## config.mk

```make
export PLATFORM = sky130hd
export DESIGN_NAME = mem_access_stage
export DESIGN_NICKNAME = d
export VERILOG_FILES = /design/src/rtl/mem_access_stage.sv
export SDC_FILE = /design/constraint.sdc
export NUM_CORES = 1
export LEC_CHECK = 0
export ABC_AREA = 1
export CORE_ASPECT_RATIO = 1.2
export CORE_MARGIN = 8
export CORE_UTILIZATION = 42
export CTS_BUF_LIST = sky130_fd_sc_hd__clkbuf_8
export CTS_CLUSTER_DIAMETER = 40
export DETAILED_ROUTE_END_ITERATION = 7
export PLACE_DENSITY = 0.86
export SYNTH_ARGS = -nofsm -noshare
export SYNTH_HDL_FRONTEND = slang
export SYNTH_SLANG_ARGS = --single-unit
```

## constraint.sdc

```tcl
create_clock -name clock -period 1.5 [get_ports clock]
set_clock_uncertainty 0.15 [all_clocks]
set_input_delay 0.15 -clock clock [delete_from_list [all_inputs] [get_ports clock]]
set_output_delay 0.15 -clock clock [all_outputs]
set_load 0.05 [all_outputs]
```

## src/rtl/mem_access_stage.sv

```systemverilog
// ---------------------------------------------------------------------------
// mem_access_stage
//   Memory stage of the 5-stage pipeline (EX/MEM -> MEM/WB). Issues loads and
//   stores on a req/ack data bus, holds the upstream stages with `stall` while
//   an access is outstanding, and formats load data by size, offset and sign.
//   MEM/WB has no enable, so every stall cycle presents a bubble (control 0).
//
// Bus handshake: mem_req rises with mem_we/mem_addr/mem_be/mem_wdata and all of
//   them stay stable while mem_req=1. The slave completes the access with a
//   single-cycle mem_ack, and mem_rdata is valid in that cycle. mem_ack outside
//   an outstanding access is ignored. An access with no ack for TIMEOUT BUSY
//   cycles is abandoned (bus_err pulse, result retires as a bubble).
//
// Ports:
//   clock, reset            rising-edge clock, async active-low reset
//   valid_EX, control_EX    live flag and control byte from EX/MEM
//   alu_result, store_data  address (or non-memory result), store value
//   rd                      destination register
//   stall                   freeze PC, IF/ID, ID/EX, EX/MEM
//   d2, rd_MEM, control_MEM result, destination, control byte to MEM/WB
//   mem_*                   data-memory bus
//   misalign, bus_err       one-cycle error pulses
// ---------------------------------------------------------------------------
module mem_access_stage #(
    parameter int unsigned TIMEOUT = 16
) (
    input  logic        clock,
    input  logic        reset,
    input  logic        valid_EX,
    input  logic [7:0]  control_EX,
    input  logic [31:0] alu_result,
    input  logic [31:0] store_data,
    input  logic [4:0]  rd,
    output logic        stall,
    output logic [31:0] d2,
    output logic [4:0]  rd_MEM,
    output logic [7:0]  control_MEM,
    output logic        mem_req,
    output logic        mem_we,
    output logic [31:0] mem_addr,
    output logic [3:0]  mem_be,
    output logic [31:0] mem_wdata,
    input  logic        mem_ack,
    input  logic [31:0] mem_rdata,
    output logic        misalign,
    output logic        bus_err
);

    typedef enum logic [1:0] {
        S_IDLE = 2'd0,
        S_BUSY = 2'd1,
        S_DONE = 2'd2
    } state_t;

    localparam logic [7:0] TO_LAST = 8'(TIMEOUT - 1);

    state_t      state_q, state_d;
    logic [7:0]  cnt_q;
    logic        aborted_q;
    logic [31:0] load_buf;

    // Instruction decode. Both mem_read and mem_write set is a load.
    logic        is_load, is_store, mem_op, mis;
    logic [1:0]  size, off;
    logic        sz_byte, sz_half, sz_word;
    logic [3:0]  be_fmt;
    logic [31:0] wdata_fmt, load_fmt;
    logic [7:0]  lb;
    logic [15:0] lh;

    assign is_load  = control_EX[0];
    assign is_store = control_EX[1] & ~control_EX[0];
    assign mem_op   = valid_EX & (control_EX[0] | control_EX[1]);
    assign size     = control_EX[5:4];
    assign off      = alu_result[1:0];
    assign sz_byte  = (size == 2'b00);
    assign sz_half  = (size == 2'b01);
    assign sz_word  = size[1];          // 10 and 11 are both word
    assign mis      = (sz_half & off[0]) | (sz_word & (off != 2'b00));

    always_comb begin
        be_fmt    = 4'b0000;
        wdata_fmt = store_data;
        if (sz_byte) begin
            wdata_fmt = {4{store_data[7:0]}};
            be_fmt    = 4'b0001 << off;
        end else if (sz_half) begin
            wdata_fmt = {2{store_data[15:0]}};
            be_fmt    = off[1] ? 4'b1100 : 4'b0011;
        end else begin
            be_fmt    = 4'b1111;
        end
        // Reads are whole-word; lanes are picked on the way back.
        if (!is_store) be_fmt = 4'b0000;
    end

    always_comb begin
        case (off)
            2'd0:    lb = mem_rdata[7:0];
            2'd1:    lb = mem_rdata[15:8];
            2'd2:    lb = mem_rdata[23:16];
            default: lb = mem_rdata[31:24];
        endcase
        lh = off[1] ? mem_rdata[31:16] : mem_rdata[15:0];
        if (sz_byte)
            load_fmt = control_EX[6] ? {{24{lb[7]}}, lb} : {24'b0, lb};
        else if (sz_half)
            load_fmt = control_EX[6] ? {{16{lh[15]}}, lh} : {16'b0, lh};
        else
            load_fmt = mem_rdata;
    end

    // Next state and MEM/WB-facing outputs.
    always_comb begin
        state_d     = state_q;
        stall       = 1'b0;
        d2          = alu_result;
        rd_MEM      = rd;
        control_MEM = valid_EX ? control_EX : 8'h00;
        case (state_q)
            S_IDLE: begin
                if (mem_op) begin
                    control_MEM = 8'h00;
                    if (!mis) begin
                        stall   = 1'b1;
                        state_d = S_BUSY;
                    end
                end
            end
            S_BUSY: begin
                stall       = 1'b1;
                control_MEM = 8'h00;
                if (mem_ack || cnt_q == TO_LAST) state_d = S_DONE;
            end
            S_DONE: begin
                if (is_load) d2 = load_buf;
                control_MEM = aborted_q ? 8'h00 : control_EX;
                state_d     = S_IDLE;
            end
            default: state_d = S_IDLE;
        endcase
    end

    always_ff @(posedge clock or negedge reset) begin
        if (!reset) state_q <= S_IDLE;
        else        state_q <= state_d;
    end

    // Bus registers, timeout counter, capture buffer and error pulses.
    always_ff @(posedge clock or negedge reset) begin
        if (!reset) begin
            mem_req   <= 1'b0;
            mem_we    <= 1'b0;
            mem_addr  <= 32'h0;
            mem_be    <= 4'h0;
            mem_wdata <= 32'h0;
            load_buf  <= 32'h0;
            cnt_q     <= 8'h0;
            aborted_q <= 1'b0;
            misalign  <= 1'b0;
            bus_err   <= 1'b0;
        end else begin
            misalign <= 1'b0;
            bus_err  <= 1'b0;
            case (state_q)
                S_IDLE: begin
                    if (mem_op && !mis) begin
                        mem_req   <= 1'b1;
                        mem_we    <= is_store;
                        mem_addr  <= {alu_result[31:2], 2'b00};
                        mem_be    <= be_fmt;
                        mem_wdata <= wdata_fmt;
                        cnt_q     <= 8'h0;
                        aborted_q <= 1'b0;
                    end else if (mem_op) begin
                        misalign  <= 1'b1;
                    end
                end
                S_BUSY: begin
                    // Ack takes priority over a timeout in the same cycle.
                    if (mem_ack) begin
                        load_buf <= load_fmt;
                        mem_req  <= 1'b0;
                        mem_be   <= 4'h0;
                    end else if (cnt_q == TO_LAST) begin
                        mem_req   <= 1'b0;
                        bus_err   <= 1'b1;
                        aborted_q <= 1'b1;
                    end else begin
                        cnt_q <= cnt_q + 8'd1;
                    end
                end
                default: ;
            endcase
        end
    end

endmodule

```

**Yosys cells after proc, flatten, opt, wreduce, memory -nomap -nowiden**

Cells that the tools add are included.

- Flip-flop bits (word level): 113
- Bits of input ports: 113
- Output and inout port bits: 118

- Bitwise operators: 7
- $add $sub $neg: 1
- Shift-type cells: 1
- Reductions and logical operators: 15
- Equality and inequality tests: 15
- Muxes and demuxes: 46

Operators with widths:

| kind | number |
|---|---|
| 2-to-1 mux 32 bit | 8 |
| 2-to-1 mux 8 bit | 6 |
| one-hot mux 8 bit (3 select lines) | 2 |
| 2-to-1 mux 4 bit | 6 |
| 2-to-1 mux 16 bit | 1 |
| != test 2 bit, second input constant | 8 |
| one-hot mux 8 bit (2 select lines) | 1 |
| 2-to-1 mux 1 bit | 14 |
| AND reduction 3 bit | 3 |
| adder 8 x 1 -> 8 bit, second input constant | 1 |
| equality test 8 x 4 -> 1 bit, second input constant | 1 |
| one-hot mux 4 bit (2 select lines) | 1 |
| AND reduction 4 bit | 2 |
| equality test 2 x 1 -> 1 bit, second input constant | 3 |
| zero test 2 bit | 3 |
| 2-to-1 mux 2 bit | 3 |
| one-hot mux 1 bit (2 select lines) | 3 |
| AND 1 bit | 4 |
| equality test 2 bit, second input constant | 2 |
| one-hot mux 2 bit (2 select lines) | 1 |
| AND reduction 2 bit | 2 |
| nonzero test 2 bit | 2 |
| << shifter 1 x 2 -> 4 bit, first input constant | 1 |
| != test 3 bit, second input constant | 1 |
| 5 further kinds | 6 |

**Depth between registers and ports, before layout**

Gate-level depths: netlist of the first run.

- Word-level depth: 7
- Mapped depth: 11
- Depth with buffers taken out: 9

**Worst setup path after synthesis of the first run**

Ideal clock, no wire load.

- Path kind: reg2out
- Start point: register state_q[0]
- End point: output port control_MEM[2]
- Path slack: -0.690 ns
- Cell stages (with the launch flop): 4
- Data arrival time: 1.890 ns
- Path through: dfrtp_1 o31ai_1 inv_1 a21boi_0

- Longest elaborated chain between the ends: 2
- Elaborated cells between the ends (all ways): 4

RTL lines:

| what | line | RTL |
|---|---|---|
| from (decl) | 57 | `state_t state_q, state_d;` |
| from (signal assigned) | 146 | `else state_q <= state_d;` |
| equality test 2 bit (tied with other cells) | 120 | `case (state_q)` |
| one-hot mux 8 bit (3 select lines) * | 120 |  |
| to (decl) | 37 | `output logic [7:0] control_MEM,` |

Mark *: on every way between the ends. The rest lies on a longest branch, timed or not.

**Worst setup path in the final report of the first run**

- Start point: register state_q[1]
- End point: output port control_MEM[3]

The elaborated chain is that of the path after synthesis.

==> qor.yml, run 1 <==
global_route:
  grt_pass1_vias: 7301
  track_usage_pct: 26.2
  antenna_found_initial: 0
  grt_max_degree: 35
  gr-total-overflow: 0
  grt_first_pass_wirelength_um: 39400
setup_path:
  r2r_start: "state_q[0]"
  crit_type: "register to output port"
  cp-startpoint: "state_q[1]"
  crit_arrival_ns: 1.85
  critPathMostFrequentCell: "buf_12"
  crit_slowest_cell: "dfrtp_2"
  crit_path_start_kind: "register"
  worstReg2RegEnd: "mem_addr[9]"
  rrSetupSlack_ns: -0.45
  worst-r2r-cell-count: 11
  cp_cell_sequence: "inv_2, o31ai_2, inv_1, buf_12, a21boi_4, buf_12"
  cp.required_ns: 1.20
  slowest_delay_ns: 0.43
  worst_setup_path_end_kind: "output port"
  crit_fanout: 8
place:
  place_congestion: 0.935
  dp_slack_ns: -0.627
  numPortBuffers: 218
  dp_hpwl_um: 17900
routing:
  vias_per_cell: 5.57
  drtPass1Iterations: 6
  wl_per_cell_um: 21.5
  vias: 8110
  drtAntennaViolNets: 0
  drt_iter0_markers: 880
  drc_errors: 0
  drt-total-wl_um: 31300
power:
  power_density_nw_per_um2: 1330
  ir_drop_mv: 1.17
  cellLeakagePower_nw: 6.24
die:
  start_util_pct: 42.6
  die_h_um: 150
  io-pin-count: 231
  die_w_um: 128
  core_um2: 14800
  rows: 49
  dieArea_um2: 19300
cells_and_area:
  drive_gt1_share_pct: 33.3
  mostFrequentLayoutCell: "nand2_1"
  final_core_util_pct: 81.9
  syn_to_final_growth_pct: 92.1
  final_cell_mix: "368 x nand2_1, 111 x dfrtp_1, 105 x inv_1, 105 x clkdlybuf4s50_1, 102 x buf_12"
  fin_nets: 1354
cts:
  numCtsBuffers: 17
  clk_path_buf_depth: 2
  cts_sinks: 113
  cts-root-buf: "clkbuf_8"
  cts_tree: "built"
  clock_latency_ns: 0.45
  htreeDepth: 4
  path_clk_slew_ns: 0.08
sta:
  slew_violations: 0
  hold_viol: 8
  fmax_mhz: 465
  setup_violations: 151
  worstMarginPinSlew_ns: 0.546
  setup_ws_ns: -0.651
  rsz0062_at_grt: "true"
  slew_headroom_pct: 63.2
  setup_tns_ns: -49.12
  finalCriticalPeriod_ns: 2.15
  fin_crit_sh_pct: 143
  whs_ns: -0.0184
logic_synthesis:
  syn_area_um2: 6330
  ys_seq_area_share_pct: 44.7
  avgSynthCellArea_um2: 6.74
  yosys_warnings: 0
  syn_inst: 939
  synth_seq_cells: 113
  ys_types: 28
status:
  failed_checks: "hold timing, setup timing"
  status: "finished, violations left"
run:
  drv_cap: 0
worst_hold_path:
  hold_path_class: "input port to asynchronous set/reset pin"
[cells by family after synthesis]
logic type,after synthesis,share of synthesized area [%]
adder cells (fa/ha/maj),1,0.198
XOR/XNOR,1,0.138
buffers and inverters,161,11.3
AO/OA/AOI/OAI,106,8.58
AND/OR/NAND/NOR,556,35.0
other,1,0.0593
flip-flops,113,44.7
[synth_stat cells (all sizes together)]
library cell	n	area [um2]
nor3	3	15.0
or2	1	6.26
xor2	1	8.76
nand3b	1	7.51
a21oi	41	205
inv	108	405
a21boi	4	30.0
ha	1	12.5
o21ai	60	300
conb	1	3.75
nor3b	1	7.51
nor2	59	239
clkbuf	15	57.6
nand4	3	18.8
dfrtp	113	2830
nand3	56	290
buf	38	253
o31ai	1	7.51
nand2	432	1630
[report_power, final]
part           internal [mW]  total [mW]  switching (mW)
clock                   1.50        2.79            1.29
combinational           3.82        8.33            4.51
sequential              3.94        5.05            1.11
[state kept, by name (all words and copies together), names as in the netlist]
name / cells
aborted_q: 1
bus_err: 1
cnt_q: 8
load_buf: 32
mem_addr: 30
mem_be: 4
mem_req: 1
mem_wdata: 32
mem_we: 1
misalign: 1
state_q: 2
[timing repair]
| item | 4_1_cts | 5_1_grt |
|---|---|---|
| endpoints found under the setup margin | 151 | 167 |
| resized for setup | 87 | 163 |
| hold endpoints to repair | 113 | 0 |
| buffers inserted | 6 | 7 |
| hold buffers | 3 | 0 |
| pin swaps | 1 | 10 |
| cloned | 4 | 20 |
[layout make-up]
cell class / instances / area [um2]
diodes: 1 / 2.50
clock inverters: 11 / 100
well taps: 204 / 255
repair buffers: 331 / 4500
fillers: 773 / 2680
repair inverters: 3 / 48.8
clock buffers: 19 / 262
flip-flops and latches: 113 / 2830
multi-input cells: 666 / 3720
inverters: 108 / 439
[worst max-delay path, delay by kind of cell, from the launching register on]
| kind | cells | cell delay, ns |
|---|---|---|
| buf+inv | 4 | 0.51 |
| compound gates | 2 | 0.44 |
| flops | 1 | 0.43 |
[worst max path at each step]
stage	to	slack (ns)	cells past startpoint
after global routing	control_MEM[3]	-0.67	6
after global placement	mem_wdata[9]	-0.57	8
after CTS	d2[20]	-0.59	6
after floorplan	d2[11]	-0.17	4
after detailed placement	mem_wdata[21]	-0.63	8
final	control_MEM[3]	-0.65	6
[stage by stage]
stage               hold WS [ns]  std cells  total power [mW]  cell area, um2
finish                   -0.0184       1456              16.2           12200
CTS                        0.127       1431              15.2           11200
global route              0.0105       1455              16.7           12200
floorplan                 -0.296        940              8.18            6760
detailed placement       -0.0879       1388              12.2           10400
global placement         -0.0865       1388              12.0           10400
[layer usage]
metal	global-route usage, %	wire length (um)
met5	0	0
met2	43.4	15400
met1	31.2	11000
met4	13.4	2080
met3	6.13	2740
Note: power is estimated with default switching activity, not from simulation.
==> run 2, diff against run 1 <==
PLACE_DENSITY = 0.83   (was 0.86)
==> run 2 against run 1 <==
  * The run ends with setup timing left
  * Final cell count down 0.41%
  * Clock power is 16% higher
  * Die area unchanged
  * Final area grew 0.49%
  * Global-route usage rose by 4.0 points
  * Power rose by 4.2%
  * Worst setup slack got worse by 0.015 ns
  * Worst hold slack better by 0.022 ns
  * Fmax shrank 0.70%
  * First-iteration DRC count up 0.91%
  * Sequential cell count stayed put
  * Non-clock buffer count fell by 4
  * Critical path type unchanged
  * Highest routed layer unchanged
==> qor.yml, run 2 (synthesis results as in run 1) <==
sta:
  fmax_mhz: 462
  slew_headroom_pct: 66.9
  setup_tns_ns: -55.12
  rsz0062_at_grt: "true"
  hold_viol: 0
  setup_violations: 152
  slew_violations: 0
  fin_crit_sh_pct: 144
  worstMarginPinSlew_ns: 0.492
  setup_ws_ns: -0.667
  finalCriticalPeriod_ns: 2.17
die:
  die_h_um: 150
  io-pin-count: 231
  dieArea_um2: 19300
  start_util_pct: 42.6
  rows: 49
  core_um2: 14800
  die_w_um: 128
place:
  dp_hpwl_um: 17700
  place_congestion: 0.918
  dp_slack_ns: -0.489
  numPortBuffers: 218
  place_area_um2: 10300
setup_path:
  cp_cell_sequence: "buf_6, nand3_4, buf_6, buf_12, nor2_4, a21oi_4, buf_6"
  crit_path_start_kind: "register"
  critPathTopFamily: "buffers and inverters"
  worst_setup_path_end_kind: "output port"
  rrSetupSlack_ns: -0.57
  critPathMostFrequentCell: "buf_6"
  crit_type: "register to output port"
  crit_buf_inv: 4
  cp.required_ns: 1.20
  path_depth: 7
  worst-r2r-cell-count: 10
  crit_slowest_cell: "dfrtp_1"
  crit_fanout: 7
  slowest_delay_ns: 0.43
  crit_arrival_ns: 1.87
global_route:
  gr-total-overflow: 0
  grt_pass1_vias: 8170
  grt_first_pass_wirelength_um: 44800
  antenna_found_initial: 0
  track_usage_pct: 30.2
  grt_max_degree: 33
routing:
  vias: 8317
  drc_errors: 0
  drt-total-wl_um: 33400
  drtPass1Iterations: 7
  drt_iter0_markers: 888
  vias_per_cell: 5.74
  wl_per_cell_um: 23.1
  drtAntennaViolNets: 0
cts:
  cts_sinks: 113
  path_clk_slew_ns: 0.08
  numCtsBuffers: 17
  cts_tree: "built"
  htreeDepth: 4
  clock_latency_ns: 0.46
  clk_path_buf_depth: 2
  cts-root-buf: "clkbuf_8"
cells_and_area:
  fin_nets: 1347
  n_antenna_cell: 0
  largest_registers: "load_buf x32, mem_wdata x32, mem_addr x30"
  mostFrequentLayoutCell: "nand2_1"
  stdcell_area_um2: 12200
  drive_gt1_share_pct: 32.8
  syn_to_final_growth_pct: 93.1
  fillerInstances: 741
  final_cell_mix: "379 x nand2_1, 113 x dfrtp_1, 105 x clkdlybuf4s50_1"
status:
  status: "finished, violations left"
  failed_checks: "setup timing"
power:
  power_density_nw_per_um2: 1380
  finalPower_mw: 16.9
  ir_drop_mv: 1.16
  cellLeakagePower_nw: 6.19
worst_hold_path:
  hold_path_class: "input port to asynchronous set/reset pin"
run:
  drv_cap: 0
[run 2: cell types whose count changed in the layout (fill, tap and decap cells not counted), sizes merged]
cell and change:
diode -1, bufinv +2, buf +1, dlygate4sd3 -1, clkinv -3, clkbuf -11
clkinvlp +2, bufbuf +5
[run 2: layout make-up]
type	instances	area (um2)	share of cell area, %
Clock buffer	17	234	1.91
Clock inverter	15	176	1.44
Inverter	108	428	3.50
Multi-Input combinational cell	666	3750	30.7
Sequential cell	113	2830	23.1
Tap cell	204	255	2.09
Timing Repair Buffer	327	4550	37.2
[run 2: metrics by stage]
stage	std cells	hold slack, ns	util, %
after floorplan	940	-0.296	-
after global placement	1380	-0.0640	69.5
after detailed placement	1380	-0.0629	69.5
after CTS	1440	0.00153	79.1
after global routing	1450	0.0323	82.3
final	1450	0.00361	82.3
[run 2: power by group]
group / internal [mW] / leakage [nW] / switching, mW
combinational: 3.83 / 4.53 / 4.64
clock: 1.77 / 0.218 / 1.47
sequential: 3.93 / 1.44 / 1.21
[run 2: layer usage]
metal / part of all wire [%] / track usage, %
met5: 0 / 0
met2: 49 / 50.8
met4: 7.3 / 20.5
met1: 33 / 33.2
met3: 11 / 7.65
[run 2: timing repair]
| item | 4_1_cts | 5_1_grt |
|---|---|---|
| hold endpoints to repair | 113 | 0 |
| gates cloned | 14 | 6 |
| hold buffers | 1 | 0 |
| setup endpoints to repair | 121 | 153 |
| setup buffers | 13 | 9 |
| pin swaps | 17 | 19 |
| gates resized for setup | 156 | 101 |
[run 2: final timing paths]
kind / startpoint / end
min in group clock: rd[2] / rd_MEM[2]
worst min-delay path: reset / mem_wdata[16]
worst min register to register: aborted_q / aborted_q
worst max register to register: state_q[0] / mem_wdata[20]
worst max-delay path: state_q[1] / d2[20]
max in group asynchronous: reset / mem_addr[7]
==> run 3, diff against run 2 <==
CTS_CLUSTER_SIZE = 30   (was not set)
==> results of run 3 <==
Final layout, timing and power as in run 2 (identical DEF).
